--- config.mk ---
export PLATFORM = sky130hd
export DESIGN_NAME = router_reg_flat
export DESIGN_NICKNAME = d
export VERILOG_FILES = /design/src/rtl/router_pkg.sv /design/src/rtl/router_reg_if.sv /design/src/rtl/router_reg.sv /design/src/flat_wrapper.sv
export SDC_FILE = /design/constraint.sdc
export NUM_CORES = 1
export LEC_CHECK = 0
export BUFFER_PORTS_ARGS = -buffer_cell sky130_fd_sc_hd__buf_2
export CORE_MARGIN = 2
export CORE_UTILIZATION = 50
export CTS_CLUSTER_SIZE = 10
export DETAILED_ROUTE_END_ITERATION = 7
export GPL_ROUTABILITY_DRIVEN = 0
export GPL_TIMING_DRIVEN = 0
export PLACE_DENSITY = 0.74
export SKIP_LAST_GASP = 1
export SYNTH_ARGS = -nofsm -noshare
export SYNTH_HDL_FRONTEND = slang
export SYNTH_SLANG_ARGS = --single-unit
--- constraint.sdc ---
create_clock -name clock -period 1 [get_ports clock]
set_input_delay 0.1 -clock clock [delete_from_list [all_inputs] [get_ports clock]]
set_output_delay 0.1 -clock clock [all_outputs]
set_load 0.1 [all_outputs]
--- src/rtl/router_pkg.sv ---
// Shared definitions for the 1x3 router: byte width, header address field,
// port-address constants and the control FSM state encoding.
package router_pkg;

  localparam int unsigned DataWidth = 8;

  // Header bits [1:0] select the destination port.
  localparam int unsigned AddrMsb = 1;
  localparam int unsigned AddrLsb = 0;

  localparam logic [1:0] AddrPort0 = 2'b00;
  localparam logic [1:0] AddrPort1 = 2'b01;
  localparam logic [1:0] AddrPort2 = 2'b10;

  // Control FSM state encoding, shared with the control FSM.
  typedef enum logic [2:0] {
    StDecodeAddress    = 3'd0,
    StLoadFirstData    = 3'd1,
    StLoadData         = 3'd2,
    StWaitTillEmpty    = 3'd3,
    StFifoFullState    = 3'd4,
    StLoadAfterFull    = 3'd5,
    StLoadParity       = 3'd6,
    StCheckParityError = 3'd7
  } router_state_e;

  // Destination address carried in a header byte.
  function automatic logic [1:0] header_addr(input logic [DataWidth-1:0] header);
    return header[AddrMsb:AddrLsb];
  endfunction

endpackage

--- src/rtl/router_reg_if.sv ---
// Bus between the router control/source side and the router_reg datapath.
// master: drives source byte, full flag and FSM state decodes; receives
//         FIFO write data and status flags.
// slave:  the register stage itself.
interface router_reg_if
  import router_pkg::*;
#(
  parameter int unsigned DATA_WIDTH = DataWidth
);
  logic                  pkt_valid;
  logic [DATA_WIDTH-1:0] data_in;
  logic                  fifo_full;
  logic                  detect_add;
  logic                  lfd_state;
  logic                  ld_state;
  logic                  laf_state;
  logic                  full_state;
  logic                  rst_int_reg;
  logic [DATA_WIDTH-1:0] dout;
  logic                  parity_done;
  logic                  low_pkt_valid;
  logic                  err;

  modport master (
    output pkt_valid, data_in, fifo_full,
    output detect_add, lfd_state, ld_state, laf_state, full_state, rst_int_reg,
    input  dout, parity_done, low_pkt_valid, err
  );

  modport slave (
    input  pkt_valid, data_in, fifo_full,
    input  detect_add, lfd_state, ld_state, laf_state, full_state, rst_int_reg,
    output dout, parity_done, low_pkt_valid, err
  );
endinterface

--- src/rtl/router_reg.sv ---
// Datapath register stage of the 1x3 router.
// Latches the header byte, stages payload onto the FIFO write bus (dout),
// parks a byte in hold_byte while the FIFO is full, accumulates XOR parity
// and compares it against the trailing parity byte.
// Ports:
//   clock  - rising-edge clock
//   resetn - synchronous active-low reset
//   bus    - router_reg_if.slave: source byte/valid, fifo_full, FSM decodes in;
//            dout, parity_done, low_pkt_valid, err out (all registered)
module router_reg
  import router_pkg::*;
#(
  parameter int unsigned DATA_WIDTH = DataWidth
) (
  input  logic         clock,
  input  logic         resetn,
  router_reg_if.slave  bus
);

  logic [DATA_WIDTH-1:0] header_byte_q, header_byte_d;
  logic [DATA_WIDTH-1:0] hold_byte_q,   hold_byte_d;
  logic [DATA_WIDTH-1:0] int_parity_q,  int_parity_d;
  logic [DATA_WIDTH-1:0] pkt_parity_q,  pkt_parity_d;
  logic [DATA_WIDTH-1:0] dout_q,        dout_d;
  logic                  parity_done_q, parity_done_d;
  logic                  low_pkt_valid_q, low_pkt_valid_d;
  logic                  err_q,         err_d;

  always_comb begin
    header_byte_d   = header_byte_q;
    hold_byte_d     = hold_byte_q;
    int_parity_d    = int_parity_q;
    pkt_parity_d    = pkt_parity_q;
    dout_d          = dout_q;
    parity_done_d   = parity_done_q;
    low_pkt_valid_d = low_pkt_valid_q;
    err_d           = err_q;

    if (bus.detect_add) begin
      parity_done_d   = 1'b0;
      low_pkt_valid_d = 1'b0;
      if (bus.pkt_valid) begin
        header_byte_d = bus.data_in;
        int_parity_d  = bus.data_in;
        err_d         = 1'b0;
      end
    end else if (bus.lfd_state) begin
      dout_d = header_byte_q;
    end else if (bus.ld_state) begin
      if (bus.fifo_full) begin
        hold_byte_d = bus.data_in;
      end else begin
        dout_d = bus.data_in;
      end
      if (bus.pkt_valid) begin
        // Accumulated once per ld cycle even when the byte is parked.
        int_parity_d = int_parity_q ^ bus.data_in;
      end else begin
        pkt_parity_d    = bus.data_in;
        low_pkt_valid_d = 1'b1;
        if (!bus.fifo_full) begin
          parity_done_d = 1'b1;
        end
      end
    end else if (bus.laf_state) begin
      dout_d = hold_byte_q;
      // A parked parity byte is only now staged to the FIFO.
      if (low_pkt_valid_q) begin
        parity_done_d = 1'b1;
      end
    end else if (bus.rst_int_reg) begin
      err_d           = (int_parity_q != pkt_parity_q);
      low_pkt_valid_d = 1'b0;
    end
    // full_state and no-decode cycles fall through and hold everything.
  end

  always_ff @(posedge clock) begin
    if (!resetn) begin
      header_byte_q   <= '0;
      hold_byte_q     <= '0;
      int_parity_q    <= '0;
      pkt_parity_q    <= '0;
      dout_q          <= '0;
      parity_done_q   <= 1'b0;
      low_pkt_valid_q <= 1'b0;
      err_q           <= 1'b0;
    end else begin
      header_byte_q   <= header_byte_d;
      hold_byte_q     <= hold_byte_d;
      int_parity_q    <= int_parity_d;
      pkt_parity_q    <= pkt_parity_d;
      dout_q          <= dout_d;
      parity_done_q   <= parity_done_d;
      low_pkt_valid_q <= low_pkt_valid_d;
      err_q           <= err_d;
    end
  end

  assign bus.dout          = dout_q;
  assign bus.parity_done   = parity_done_q;
  assign bus.low_pkt_valid = low_pkt_valid_q;
  assign bus.err           = err_q;

endmodule

--- src/flat_wrapper.sv ---
// flat-port wrapper written by rule: the top's interface ports become plain ports
module router_reg_flat import router_pkg::*;
#(
  parameter int unsigned DATA_WIDTH = DataWidth
)
  (clock, resetn, bus_pkt_valid, bus_data_in, bus_fifo_full, bus_detect_add, bus_lfd_state, bus_ld_state, bus_laf_state, bus_full_state, bus_rst_int_reg, bus_dout, bus_parity_done, bus_low_pkt_valid, bus_err);
  router_reg_if #(.DATA_WIDTH(DATA_WIDTH)) bus_i ();
  input  logic clock;
  input  logic resetn;
  input wire logic [$bits(bus_i.pkt_valid)-1:0] bus_pkt_valid;
  input wire logic [$bits(bus_i.data_in)-1:0] bus_data_in;
  input wire logic [$bits(bus_i.fifo_full)-1:0] bus_fifo_full;
  input wire logic [$bits(bus_i.detect_add)-1:0] bus_detect_add;
  input wire logic [$bits(bus_i.lfd_state)-1:0] bus_lfd_state;
  input wire logic [$bits(bus_i.ld_state)-1:0] bus_ld_state;
  input wire logic [$bits(bus_i.laf_state)-1:0] bus_laf_state;
  input wire logic [$bits(bus_i.full_state)-1:0] bus_full_state;
  input wire logic [$bits(bus_i.rst_int_reg)-1:0] bus_rst_int_reg;
  output wire logic [$bits(bus_i.dout)-1:0] bus_dout;
  output wire logic [$bits(bus_i.parity_done)-1:0] bus_parity_done;
  output wire logic [$bits(bus_i.low_pkt_valid)-1:0] bus_low_pkt_valid;
  output wire logic [$bits(bus_i.err)-1:0] bus_err;
  assign bus_i.pkt_valid = bus_pkt_valid;
  assign bus_i.data_in = bus_data_in;
  assign bus_i.fifo_full = bus_fifo_full;
  assign bus_i.detect_add = bus_detect_add;
  assign bus_i.lfd_state = bus_lfd_state;
  assign bus_i.ld_state = bus_ld_state;
  assign bus_i.laf_state = bus_laf_state;
  assign bus_i.full_state = bus_full_state;
  assign bus_i.rst_int_reg = bus_rst_int_reg;
  assign bus_dout = bus_i.dout;
  assign bus_parity_done = bus_i.parity_done;
  assign bus_low_pkt_valid = bus_i.low_pkt_valid;
  assign bus_err = bus_i.err;
  router_reg #(.DATA_WIDTH(DATA_WIDTH)) u_core (.clock(clock), .resetn(resetn), .bus(bus_i));
endmodule
Word-level counts from Yosys, hierarchy flattened
Index checks and enable logic that the tools add are counted.
{"block": "word_totals", "inputBits": 18, "regBits": 43, "elab_cells": 62, "output_inout_bits": 11}
{"block": "op_classes", "n_bitwise": 5, "eq_ne": 10, "muxes": 24, "reduce_logical": 15}
{"cell": "$mux W8", "n": 9}
{"cell": "$reduce_and A4 Y1", "n": 4}
{"cell": "$mux W1", "n": 15}
{"cell": "$ne A2 B2 Y1 const B", "n": 7}
{"cell": "$reduce_and A5 Y1", "n": 2}
{"cell": "$reduce_bool A2 Y1", "n": 5}
{"cell": "$ne A8 B8 Y1", "n": 1}
{"cell": "$xor A8 B8 Y8", "n": 1}
{"cell": "$ne A3 B3 Y1 const B", "n": 2}
{"cell": "$not A1 Y1", "n": 4}
{"cell": "$reduce_and A3 Y1", "n": 1}
{"cell": "$reduce_bool A3 Y1", "n": 1}
{"cell": "$reduce_and A2 Y1", "n": 1}
{"cell": "$reduce_or A2 Y1", "n": 1}

Longest topological paths before layout
{"block": "depth", "ltp_word": 6, "depth_mapped": 6, "depth_no_buf": 4}

Worst setup path before layout
OpenSTA, ideal clock, no wires.
{"block": "synth_path", "path_kind": "reg2reg", "from": "register u_core.low_pkt_valid_q (netlist: u_core.bus.low_pkt_valid)", "to": "register u_core.parity_done_q (netlist: u_core.bus.parity_done)", "required_ps": 921, "n_path_buf": 0, "synth_period_minus_slack_ps": 1497, "slack_ps": -497, "t_arrival_ps": 1418, "setup_time_ps": 79, "path_stages_with_launch": 5, "path_cell_list": "dfxtp_1 nand2_1 o22ai_1 a21oi_1 nor3_1"}
{"block": "synth_via", "elab_chain_cells": 2}
{"element": "start: declaration", "line": "router_reg.sv:26", "text": "logic low_pkt_valid_q, low_pkt_valid_d;"}
{"element": "start signal: assignment", "line": "router_reg.sv:95", "text": "low_pkt_valid_q <= low_pkt_valid_d;"}
{"element": "$reduce_bool A2 Y1 (no line)"}
{"element": "$reduce_and A5 Y1 (no line)"}
{"element": "end signal: assignment", "line": "router_reg.sv:94", "text": "parity_done_q <= parity_done_d;"}
{"element": "end: declaration", "line": "router_reg.sv:25", "text": "logic parity_done_q, parity_done_d;"}
Every way passes these cells.
A chain may end at the register's enable or synchronous reset.

Final worst setup path
{"block": "layout_path", "from": "register u_core.int_parity_q[4]", "to": "register u_core.err_q (netlist: u_core.bus.err)"}
{"block": "layout_via", "elab_chain_cells": 6}
{"element": "start: declaration", "line": "router_reg.sv:22", "text": "logic [DATA_WIDTH-1:0] int_parity_q, int_parity_d;"}
{"element": "start signal: assignment", "line": "router_reg.sv:91", "text": "int_parity_q <= int_parity_d;"}
{"element": "$ne A8 B8 Y1", "line": "router_reg.sv:72", "text": "err_d = (int_parity_q != pkt_parity_q);"}
{"element": "$mux W1", "line": "router_reg.sv:71", "text": "end else if (bus.rst_int_reg) begin"}
{"element": "$mux W1", "line": "router_reg.sv:65", "text": "end else if (bus.laf_state) begin"}
{"element": "$mux W1", "line": "router_reg.sv:49", "text": "end else if (bus.ld_state) begin"}
{"element": "$mux W1", "line": "router_reg.sv:47", "text": "end else if (bus.lfd_state) begin"}
{"element": "$mux W1", "line": "router_reg.sv:39", "text": "if (bus.detect_add) begin"}
{"element": "end signal: assignment", "line": "router_reg.sv:96", "text": "err_q <= err_d;"}
{"element": "end: declaration", "line": "router_reg.sv:27", "text": "logic err_q, err_d;"}
Every way passes these cells. The select of a mux whose other input is x is not followed.

==> summary.txt <==
Yosys
  – Distinct cells, synth: 30
  – Asr flop ratio synth: 0%
  – Post-synthesis net count: 255
  – Avg Cell Area, Syn: approximately 8 sq um
  – Synthesized cell area: 1950 sq um
  – Synth Flop Type: dfxtp_1
  – Yosys warns: 0
  – Post-Synthesis Cells: 237
  – Yosys top cell by area: dfxtp_1
  – Seq cells post-synth: 43
  – Number of synthesized flops with an enable pin: 0
  – Area contributors post-synth: dfxtp_1, nand2_1, mux2i_1
  – Synth top area share: 44.2%
  – Register area share after synthesis: 44.2%

Timing
  – Slew Limit Fails: 0
  – Final worst-path setup slack: -78.3 ps
  – Worst slew pin tran: 580 ps
  – Min Tclk post-route: between 1000 and 1500 ps
  – Setup TNS: -78.3 ps
  – Fmax: 927 MHz
  – Hold WS: roughly 74 ps
  – Slew HR: 61.3%
  – Period utilisation layout: 108%
  – Clock Skew: 3.98 ps
  – RSZ-0062 raised after global routing: true
  – Setup violations, final: 1
  – Final hold vios: 0

Flow run
  – Max_cap viols: 0

Outcome
  – Failing checks: setup timing
  – Status: finished, violations left

Global routing
  – First-pass GRT wire length: roughly 7.6 mm
  – Vias in the first global route: 1585
  – Overflow after GRT: 0
  – Largest net degree at the start of global routing: 14
  – GR Util All Layers: 23.4%
  – Initial antenna violation count: 0

Worst setup path
  – Slowest-stage cell, CP: nor4_2
  – Worst setup EP type: flip-flop
  – CP peak stage delay: 340 ps
  – Worst setup path class: flip-flop to flip-flop
  – Crit path max fanout: 2
  – R2R cell count: 3
  – CP Data Arrival Time: 1260 ps
  – Worst path cell trace: xor2_1 > nor4_2 > a311oi_1
  – Startpoint types: flip-flop
  – CP top delay family: simple AND/OR/NAND/NOR gates
  – CP Buf/Inv Count: 0
  – Critical path depth: 3
  – CP required: 1180 ps

Finish
  – Finished Core Util: 66.1%
  – Post-layout nets: 292
  – Ant. Diodes: 0
  – Post-Layout Cell Count: 323
  – FILL cells: about 320
  – Area Growth Syn to Fin: 26.0%
  – Final Cell Area: 2450 sq um
  – Ratio of cells with drive above 1 in the final layout: a little under a quarter

Routing
  – Via count: 1722
  – DRT antenna net count: 0
  – DRC violations left: 0
  – Routed WL: 4.81 mm
  – DR WL/cell: 14.9 um
  – 1st-iter DRT viols: 140
  – Vias per cell: 5.33
  – Drt pass-1 iters: 4

Floorplan
  – Site row count: 22
  – Starting density of the core: 52.4%
  – Die Y: 66.4 um
  – Num ports: 29
  – Die width: 66.4 um
  – Die area: approximately 4400 sq um
  – Placeable Area: 3720 sq um

CTS
  – # hold bufs at CTS: 0
  – H-tree levels: 2
  – Skew-Pair Late Insertion Delay: about 300 ps
  – Worst-path clk slew: 80 ps
  – Clk root buf: clkbuf_8
  – Num CTS Buffers: 5
  – CTS tree: yes
  – Max clock buf depth: 2
  – Number of sinks on the clock net: 43

Worst hold path
  – Min-Delay Path Depth: 3
  – Hold crit path type: input port to flip-flop

Pwr
  – Power Density: 1600 nW/um^2
  – VDD IR max: around 0.91 mV
  – Total power: around 3.9 mW
  – Leakage: 0.990 nW

Place
  – Post-DP HPWL: between 3 and 4 mm
  – Placed Instances: 311
  – Pre-CTS WS: -375 ps
  – Placed Area: between 2000 and 2500 sq um
  – Port Buf Inserts: 26
[cells by family after synthesis]
| logic type | synth area share (%) |
|---|---|
| buffers and inverters | 4.05 |
| muxes | 8.22 |
| AOI/OAI and AO/OA | 13.9 |
| DFF | 44.2 |
| xor gates and xnor gates | 7.19 |
| and+or+nand+nor | 22.4 |
[worst paths after layout]
kind / from / to / slack (ps)
worst max register to register: u_core.int_parity_q[4]$_SDFFE_PN0P_ / u_core.bus.err$_SDFFE_PN0P_ / -80
worst min-delay path: bus_data_in[2] / u_core.hold_byte_q[2]$_SDFFE_PN0P_ / 70
worst min register to register: u_core.hold_byte_q[2]$_SDFFE_PN0P_ / u_core.hold_byte_q[2]$_SDFFE_PN0P_ / 460
worst max-delay path: u_core.int_parity_q[4]$_SDFFE_PN0P_ / u_core.bus.err$_SDFFE_PN0P_ / -80
[area by class of cell]
cell class	count	area (sq um)	share of cell area, %
Inverter	2	7.51	0.306
Timing Repair Buffer	31	267	10.9
Clock buffer	7	97.6	3.98
Buffer	14	92.6	3.77
Multi-Input combinational cell	177	1020	41.6
Tap cell	48	60.1	2.45
Clock inverter	1	30.0	1.22
Sequential cell	43	878	35.8
[worst min-delay path: cells and delay by family]
kind / cells / cell delay [ps]
AO/OA/AOI/OAI: 1 / 50
buffers and inverters: 1 / 130
AND/OR/NAND/NOR: 1 / 60
[power breakdown]
group | internal [mW] | switching, mW
sequential | 1.77 | 0.0375
clock | 0.898 | 0.614
combinational | 0.226 | 0.372
[registers in the layout (all words and copies together) (netlist names)]
name / flops
u_core.bus.dout: 8
u_core.header_byte_q: 8
u_core.hold_byte_q: 8
u_core.int_parity_q: 8
u_core.pkt_parity_q: 8
u_core.bus.err: 1
u_core.bus.low_pkt_valid: 1
u_core.bus.parity_done: 1
[synth_stat cells, drive strengths merged, types with 2 or more instances]
master / number
nand2b: 3
o21ai: 8
nor3: 2
dfxtp: 43
a21oi: 27
nor2: 18
nand2: 66
xor2: 8
clkbuf: 9
xnor2: 8
or3b: 2
nor4: 3
buf: 6
o211ai: 8
mux2i: 16
[layer usage]
layer  track usage [%]  vias to the layer above  wire length, um
met3              4.60                        7              263
met1              30.5                      798             2140
met5                 0                        -                0
met4              8.42                        0               71
li1                  -                      861                -
met2              38.3                       56             2340
[timing repair]
item / in CTS / in global routing
cloned: 0 / 0
endpoints found under the setup margin: 20 / 28
pin swaps: 2 / 2
setup buffers: 2 / 3
resized for setup: 23 / 12
[layout by cell type (no fill, tap or decap), types with 3 or more instances in the layout]
| cell | synthesis | layout |
|---|---|---|
| a21oi_1 | 27 | 27 |
| buf_2 | 3 | 15 |
| buf_4 | 1 | 5 |
| buf_6 | 1 | 12 |
| buf_8 | 0 | 3 |
| clkbuf_1 | 9 | 7 |
| clkbuf_8 | 0 | 6 |
| dfxtp_1 | 43 | 31 |
| dfxtp_2 | 0 | 11 |
| mux2i_1 | 16 | 16 |
| nand2_1 | 66 | 66 |
| nand2b_1 | 3 | 3 |
| nor2_1 | 18 | 18 |
| o211ai_1 | 8 | 8 |
| o21ai_0 | 8 | 8 |
| xnor2_1 | 8 | 8 |
| xor2_1 | 8 | 8 |
Power figures use the tool's default switching activity.
